**config.mk**
```make
export PLATFORM = sky130hd
export DESIGN_NAME = multicycle_control_unit
export DESIGN_NICKNAME = d
export VERILOG_FILES = /design/src/rtl/multicycle_control_unit_pkg.sv /design/src/rtl/mcu_imm_src_dec.sv /design/src/rtl/multicycle_control_unit.sv
export SDC_FILE = /design/constraint.sdc
export NUM_CORES = 1
export LEC_CHECK = 0
export BUFFER_PORTS_ARGS = -buffer_cell sky130_fd_sc_hd__buf_2
export CORE_AREA = 2 2 70 65
export CTS_CLUSTER_DIAMETER = 200
export DETAILED_ROUTE_END_ITERATION = 12
export DIE_AREA = 0 0 72 67
export MAX_ROUTING_LAYER = met4
export PLACE_DENSITY_LB_ADDON = 0.12
export SETUP_SLACK_MARGIN = 0.02
export SLEW_MARGIN = 20
export SYNTH_ARGS = -nofsm -noshare
export SYNTH_HDL_FRONTEND = slang
export SYNTH_SLANG_ARGS = --single-unit
```
**constraint.sdc**
```tcl
create_clock -name clk -period 3 [get_ports clk]
set_clock_uncertainty 0.2 [all_clocks]
set_input_delay 0.3 -clock clk [delete_from_list [all_inputs] [get_ports clk]]
set_output_delay 0.3 -clock clk [all_outputs]
set_load 0.005 [all_outputs]
```
**src/rtl/multicycle_control_unit_pkg.sv**
```systemverilog
// Shared definitions for the multicycle RISC-V control unit.
// Contents:
//   - opcode constants for the supported instruction subset
//   - FSM state enum (4-bit binary)
//   - encodings for the ResultSrc, ALUSrcA, ALUSrcB, ALUOp and ImmSrc selects
// Optional build macro ITYPE_ALU_EN enables the ST_EXECUTEI path in the top.
package multicycle_control_unit_pkg;

  localparam logic [6:0] OP_LW    = 7'b0000011;
  localparam logic [6:0] OP_SW    = 7'b0100011;
  localparam logic [6:0] OP_RTYPE = 7'b0110011;
  localparam logic [6:0] OP_BEQ   = 7'b1100011;
  localparam logic [6:0] OP_ITYPE = 7'b0010011;

  typedef enum logic [3:0] {
    ST_FETCH    = 4'd0,
    ST_DECODE   = 4'd1,
    ST_MEMADR   = 4'd2,
    ST_MEMREAD  = 4'd3,
    ST_MEMWB    = 4'd4,
    ST_MEMWRITE = 4'd5,
    ST_EXECUTER = 4'd6,
    ST_ALUWB    = 4'd7,
    ST_BEQ      = 4'd8,
    ST_EXECUTEI = 4'd9
  } state_e;

  localparam logic [1:0] RES_ALUOUT    = 2'b00;
  localparam logic [1:0] RES_DATA      = 2'b01;
  localparam logic [1:0] RES_ALURESULT = 2'b10;

  localparam logic [1:0] SRCA_PC    = 2'b00;
  localparam logic [1:0] SRCA_OLDPC = 2'b01;
  localparam logic [1:0] SRCA_RD1   = 2'b10;

  localparam logic [1:0] SRCB_RD2  = 2'b00;
  localparam logic [1:0] SRCB_IMM  = 2'b01;
  localparam logic [1:0] SRCB_FOUR = 2'b10;

  localparam logic [1:0] ALUOP_ADD   = 2'b00;
  localparam logic [1:0] ALUOP_SUB   = 2'b01;
  localparam logic [1:0] ALUOP_FUNCT = 2'b10;

  localparam logic [1:0] IMM_I = 2'b00;
  localparam logic [1:0] IMM_S = 2'b01;
  localparam logic [1:0] IMM_B = 2'b10;

endpackage

```
**src/rtl/mcu_imm_src_dec.sv**
```systemverilog
// Combinational opcode -> immediate-format decode.
// Shared with the single-cycle core, so it depends only on the opcode.
// Ports:
//   op      : instruction opcode field
//   imm_src : immediate format select (00=I, 01=S, 10=B)
module mcu_imm_src_dec
  import multicycle_control_unit_pkg::*;
(
  input  logic [6:0] op,
  output logic [1:0] imm_src
);

  always_comb begin
    imm_src = IMM_I;
    case (op)
      OP_SW:   imm_src = IMM_S;
      OP_BEQ:  imm_src = IMM_B;
      default: imm_src = IMM_I;
    endcase
  end

endmodule

```
**src/rtl/multicycle_control_unit.sv**
```systemverilog
// Control FSM for a multicycle RISC-V datapath (lw, sw, R-type, beq).
// Sequences the shared memory and ALU, stalls on mem_ready and counts retired
// instructions. Optional macro ITYPE_ALU_EN adds the I-type ALU path
// (opcode 0010011 via ST_EXECUTEI); without it that opcode is illegal.
// Ports:
//   clk, rst_n        : clock, asynchronous active-low reset
//   op, zero          : opcode field, ALU zero flag
//   mem_ready         : memory access completes this cycle
//   PCWrite .. ImmSrc : datapath enables and mux selects
//   RegWrite          : register file write strobe
//   illegal_op        : one-cycle pulse on an unsupported opcode in DECODE
//   instret           : retired-instruction counter, wraps modulo 2^CNT_W
module multicycle_control_unit
  import multicycle_control_unit_pkg::*;
#(
  parameter int CNT_W = 32
) (
  input  logic             clk,
  input  logic             rst_n,
  input  logic [6:0]       op,
  input  logic             zero,
  input  logic             mem_ready,
  output logic             PCWrite,
  output logic             AdrSrc,
  output logic             MemWrite,
  output logic             IRWrite,
  output logic [1:0]       ResultSrc,
  output logic [1:0]       ALUSrcA,
  output logic [1:0]       ALUSrcB,
  output logic [1:0]       ALUOp,
  output logic [1:0]       ImmSrc,
  output logic             RegWrite,
  output logic             illegal_op,
  output logic [CNT_W-1:0] instret
);

  state_e           state_q, state_d;
  logic [CNT_W-1:0] instret_q, instret_d;

  logic pc_update, branch, retire;
  logic ir_write_raw, mem_write_raw, reg_write_raw, illegal_raw;

  mcu_imm_src_dec u_imm_src_dec (
    .op      (op),
    .imm_src (ImmSrc)
  );

  always_comb begin
    state_d       = state_q;
    AdrSrc        = 1'b0;
    ResultSrc     = RES_ALUOUT;
    ALUSrcA       = SRCA_PC;
    ALUSrcB       = SRCB_RD2;
    ALUOp         = ALUOP_ADD;
    pc_update     = 1'b0;
    branch        = 1'b0;
    retire        = 1'b0;
    ir_write_raw  = 1'b0;
    mem_write_raw = 1'b0;
    reg_write_raw = 1'b0;
    illegal_raw   = 1'b0;

    case (state_q)
      ST_FETCH: begin
        ALUSrcB   = SRCB_FOUR;
        ResultSrc = RES_ALURESULT;
        // IR and PC only latch on the cycle the fetch actually completes.
        if (mem_ready) begin
          ir_write_raw = 1'b1;
          pc_update    = 1'b1;
          state_d      = ST_DECODE;
        end
      end
      ST_DECODE: begin
        // Branch target PC+imm is parked in ALUOut for a possible beq.
        ALUSrcA = SRCA_OLDPC;
        ALUSrcB = SRCB_IMM;
        case (op)
          OP_LW, OP_SW: state_d = ST_MEMADR;
          OP_RTYPE:     state_d = ST_EXECUTER;
          OP_BEQ:       state_d = ST_BEQ;
`ifdef ITYPE_ALU_EN
          OP_ITYPE:     state_d = ST_EXECUTEI;
`endif
          default: begin
            illegal_raw = 1'b1;
            state_d     = ST_FETCH;
          end
        endcase
      end
      ST_MEMADR: begin
        ALUSrcA = SRCA_RD1;
        ALUSrcB = SRCB_IMM;
        state_d = (op == OP_LW) ? ST_MEMREAD : ST_MEMWRITE;
      end
      ST_MEMREAD: begin
        AdrSrc = 1'b1;
        if (mem_ready) state_d = ST_MEMWB;
      end
      ST_MEMWB: begin
        ResultSrc     = RES_DATA;
        reg_write_raw = 1'b1;
        retire        = 1'b1;
        state_d       = ST_FETCH;
      end
      ST_MEMWRITE: begin
        // The store strobe is held for the whole stall; it retires on ready.
        AdrSrc        = 1'b1;
        mem_write_raw = 1'b1;
        if (mem_ready) begin
          retire  = 1'b1;
          state_d = ST_FETCH;
        end
      end
      ST_EXECUTER: begin
        ALUSrcA = SRCA_RD1;
        ALUSrcB = SRCB_RD2;
        ALUOp   = ALUOP_FUNCT;
        state_d = ST_ALUWB;
      end
`ifdef ITYPE_ALU_EN
      ST_EXECUTEI: begin
        ALUSrcA = SRCA_RD1;
        ALUSrcB = SRCB_IMM;
        ALUOp   = ALUOP_FUNCT;
        state_d = ST_ALUWB;
      end
`endif
      ST_ALUWB: begin
        reg_write_raw = 1'b1;
        retire        = 1'b1;
        state_d       = ST_FETCH;
      end
      ST_BEQ: begin
        ALUSrcA = SRCA_RD1;
        ALUSrcB = SRCB_RD2;
        ALUOp   = ALUOP_SUB;
        branch  = 1'b1;
        retire  = 1'b1;
        state_d = ST_FETCH;
      end
      default: state_d = ST_FETCH;
    endcase

    instret_d = retire ? instret_q + CNT_W'(1) : instret_q;
  end

  always_ff @(posedge clk or negedge rst_n) begin
    if (!rst_n) begin
      state_q   <= ST_FETCH;
      instret_q <= '0;
    end else begin
      state_q   <= state_d;
      instret_q <= instret_d;
    end
  end

  // Strobes are masked while reset is held: FETCH would otherwise raise
  // IRWrite/PCWrite whenever mem_ready happens to be high.
  assign PCWrite    = rst_n & (pc_update | (branch & zero));
  assign IRWrite    = rst_n & ir_write_raw;
  assign MemWrite   = rst_n & mem_write_raw;
  assign RegWrite   = rst_n & reg_write_raw;
  assign illegal_op = rst_n & illegal_raw;
  assign instret    = instret_q;

endmodule

```
==> run metrics <==
minimum clock period 2.44 ns; Worst EP arrival 2.38 ns; wire per inst 14.8 µm; Rel. slew slack 50.2%; gr usage total 21.9%; HP Class input port to register; Clk Latency, worst-skew pair 0.29 ns; final net count 278; RSZ-0062 raised after global routing no; post-synthesis async set-or-reset flop share 100%; detailed placement HPWL 3350 µm; Routed Antenna Nets 0; Die X 72 µm; Synth top area share 41.6%; VDD IR max 0.264 mV; post-synthesis sequential area ratio 41.6%; Synth top cells by count dfrtp_1, xnor2_1, xor2_1; number of setup buffers added after CTS 0; largest net degree at the start of global routing 26; worst setup path category register to register; Lkg Pwr 1.02 nW; Hold Vio Cnt, Final 0; most used flip-flop cell after synthesis dfrtp_1; setup TNS 0 ns; crit path cell chain or3_1, a2111oi_1, xor2_1; YS warnings 0; Die Ht 67 µm; CTS root buf clkbuf_8; FF-to-FF path depth 3; Starting Density 53.6%; Slew Limit Fails 0; post-synth top area cell dfrtp_1; Worst-Margin Slew 0.748 ns; Remaining DRCs 0; Max-Cap Viols 0; share of layout cells above drive strength 1 32.0%; initial antenna violation count 0; Post-Route WL 4650 µm; critical path required time 2.94 ns; status finished clean; achievable frequency 0.410 GHz; Crit. End Element register; GPL Wtd Cong 0.785; Min-Delay Path Depth 3; Worst R2R End instret[21]$_DFFE_PN0P_; Hold EP state_q[2]$_DFFE_PN0P_; Filler cells 329; syn_nets 221; worst hold start op[5]; TritonCTS Buffers 5; total core area 4050 µm²; most common cell in the synthesized netlist dfrtp_1; final worst path period share 81.2%; syn avg cell area 10.4 µm²; number of synthesized flops with an enable pin 0; Worst-path clk slew 0.07 ns; grt ovf 0; Startpoint Class register; register bit total from synthesis 36; Area Overhead vs Synth 19.9%; Mapped Cells 209; setup violators final 0; DR pass1 iterations 4; number of diodes 0; Reg-to-Reg Start state_q[1]$_DFFE_PN0P_; first-pass GRT wire length 7920 µm; die area 4820 µm²; top post-synthesis cells by area dfrtp_1, xnor2_1, xor2_1, a2111oi_2, and2_1; count of different cell masters after synthesis 47; H-Tree Depth 2; vias in the first global route 1644; CP Max Fanout 19; DR vias/cell 5.86; hold buffer count at cts 1; post_cts resized 0; PwrDens 391 nW/µm²; slowest stage delay, CP 0.77 ns; Initial DRC Count 156; reg2reg setup slack 0.56 ns; row count 22; vias 1841; I/O pin total 59; IO Port Bufs 58; final core occ 64.2%; CTS tree done; Synth Cell Area 2170 µm²; slowest CP cell or3_1; Max Root-Sink Buffers 2; CTS Sinks 36
-- stage by stage --
stage	total power (W)	area, µm²	cells	hold slack, ns	worst slack [ns]
after floorplan	0.000597	2170	209	-0.196	0.951
after global placement	0.000654	2490	306	0.0202	0.723
after detailed placement	0.000658	2490	306	0.0199	0.643
after CTS	0.00103	2600	314	0.156	0.551
after global routing	0.00107	2600	314	0.175	0.393
final	0.00102	2600	314	0.156	0.563
-- cell type report --
| class | count | area [µm²] | area share [%] |
|---|---|---|---|
| multi-input cells | 155 | 1180 | 45.6 |
| repair buffers | 65 | 345 | 13.3 |
| flip-flops and latches | 36 | 901 | 34.7 |
| clock buffers | 7 | 96.3 | 3.71 |
| well taps | 48 | 60.1 | 2.31 |
| inverters | 3 | 11.3 | 0.433 |
-- state kept, by name (all words and copies together), names as in the netlist --
signal	cells
instret	32
state_q	4
-- critical path: cells and delay by family, from the launching register on --
kind | cells | cell delay, ns
DFF | 1 | 0.56
AOI/OAI and AO/OA | 1 | 0.63
xor gates and xnor gates | 1 | 0.13
and+or+nand+nor | 1 | 0.77
-- layer usage --
metal  vias up  track usage, %  wire [µm]
met2        49            30.7       2050
met1       889            31.1       2310
met4         0            5.42         60
met3         8            6.35        230
met5         -               -          0
li1        895               -          -
-- layout by cell type (no fill, tap or decap), drive strengths merged, types with 3 or more instances in the layout --
cell type,n
xnor2,18
nand2,8
nand3,6
dfrtp,36
o2111ai,5
and2,8
xor2,14
a2111oi,11
a21oi,5
and3,6
clkbuf,7
and4,4
nor3,6
buf,64
o211ai,4
nand4,8
o21ai,3
inv,3
nand2b,6
a211oi,5
nor2,10
nor2b,3
-- cell families after synthesis --
kind of cell,count (synthesis),share of synthesized area (%)
multiplexers,3,1.44
AND/OR/NAND/NOR,76,21.5
XOR/XNOR,32,12.9
buffers and inverters,18,3.75
adder cells (fa/ha/maj),1,0.577
AO/OA/AOI/OAI,43,18.2
flip-flops,36,41.6
-- worst max path at each step --
stage | from | to | depth (start not counted)
6_report | state_q[1]$_DFFE_PN0P_ | instret[21]$_DFFE_PN0P_ | 3
5_1_grt | state_q[1]$_DFFE_PN0P_ | instret[21]$_DFFE_PN0P_ | 3
4_1_cts | state_q[1]$_DFFE_PN0P_ | instret[21]$_DFFE_PN0P_ | 3
3_5_place_dp | state_q[1]$_DFFE_PN0P_ | instret[21]$_DFFE_PN0P_ | 3
3_3_place_gp | state_q[1]$_DFFE_PN0P_ | instret[21]$_DFFE_PN0P_ | 3
2_1_floorplan | state_q[3]$_DFFE_PN0P_ | instret[18]$_DFFE_PN0P_ | 6
-- report_power, final --
group          total, W  switching [W]  internal, W
Combinational  0.000115      0.0000581    0.0000570
Sequential     0.000533      0.0000261     0.000506
Clock          0.000369       0.000165     0.000204
Power figures use the tool's default switching activity.
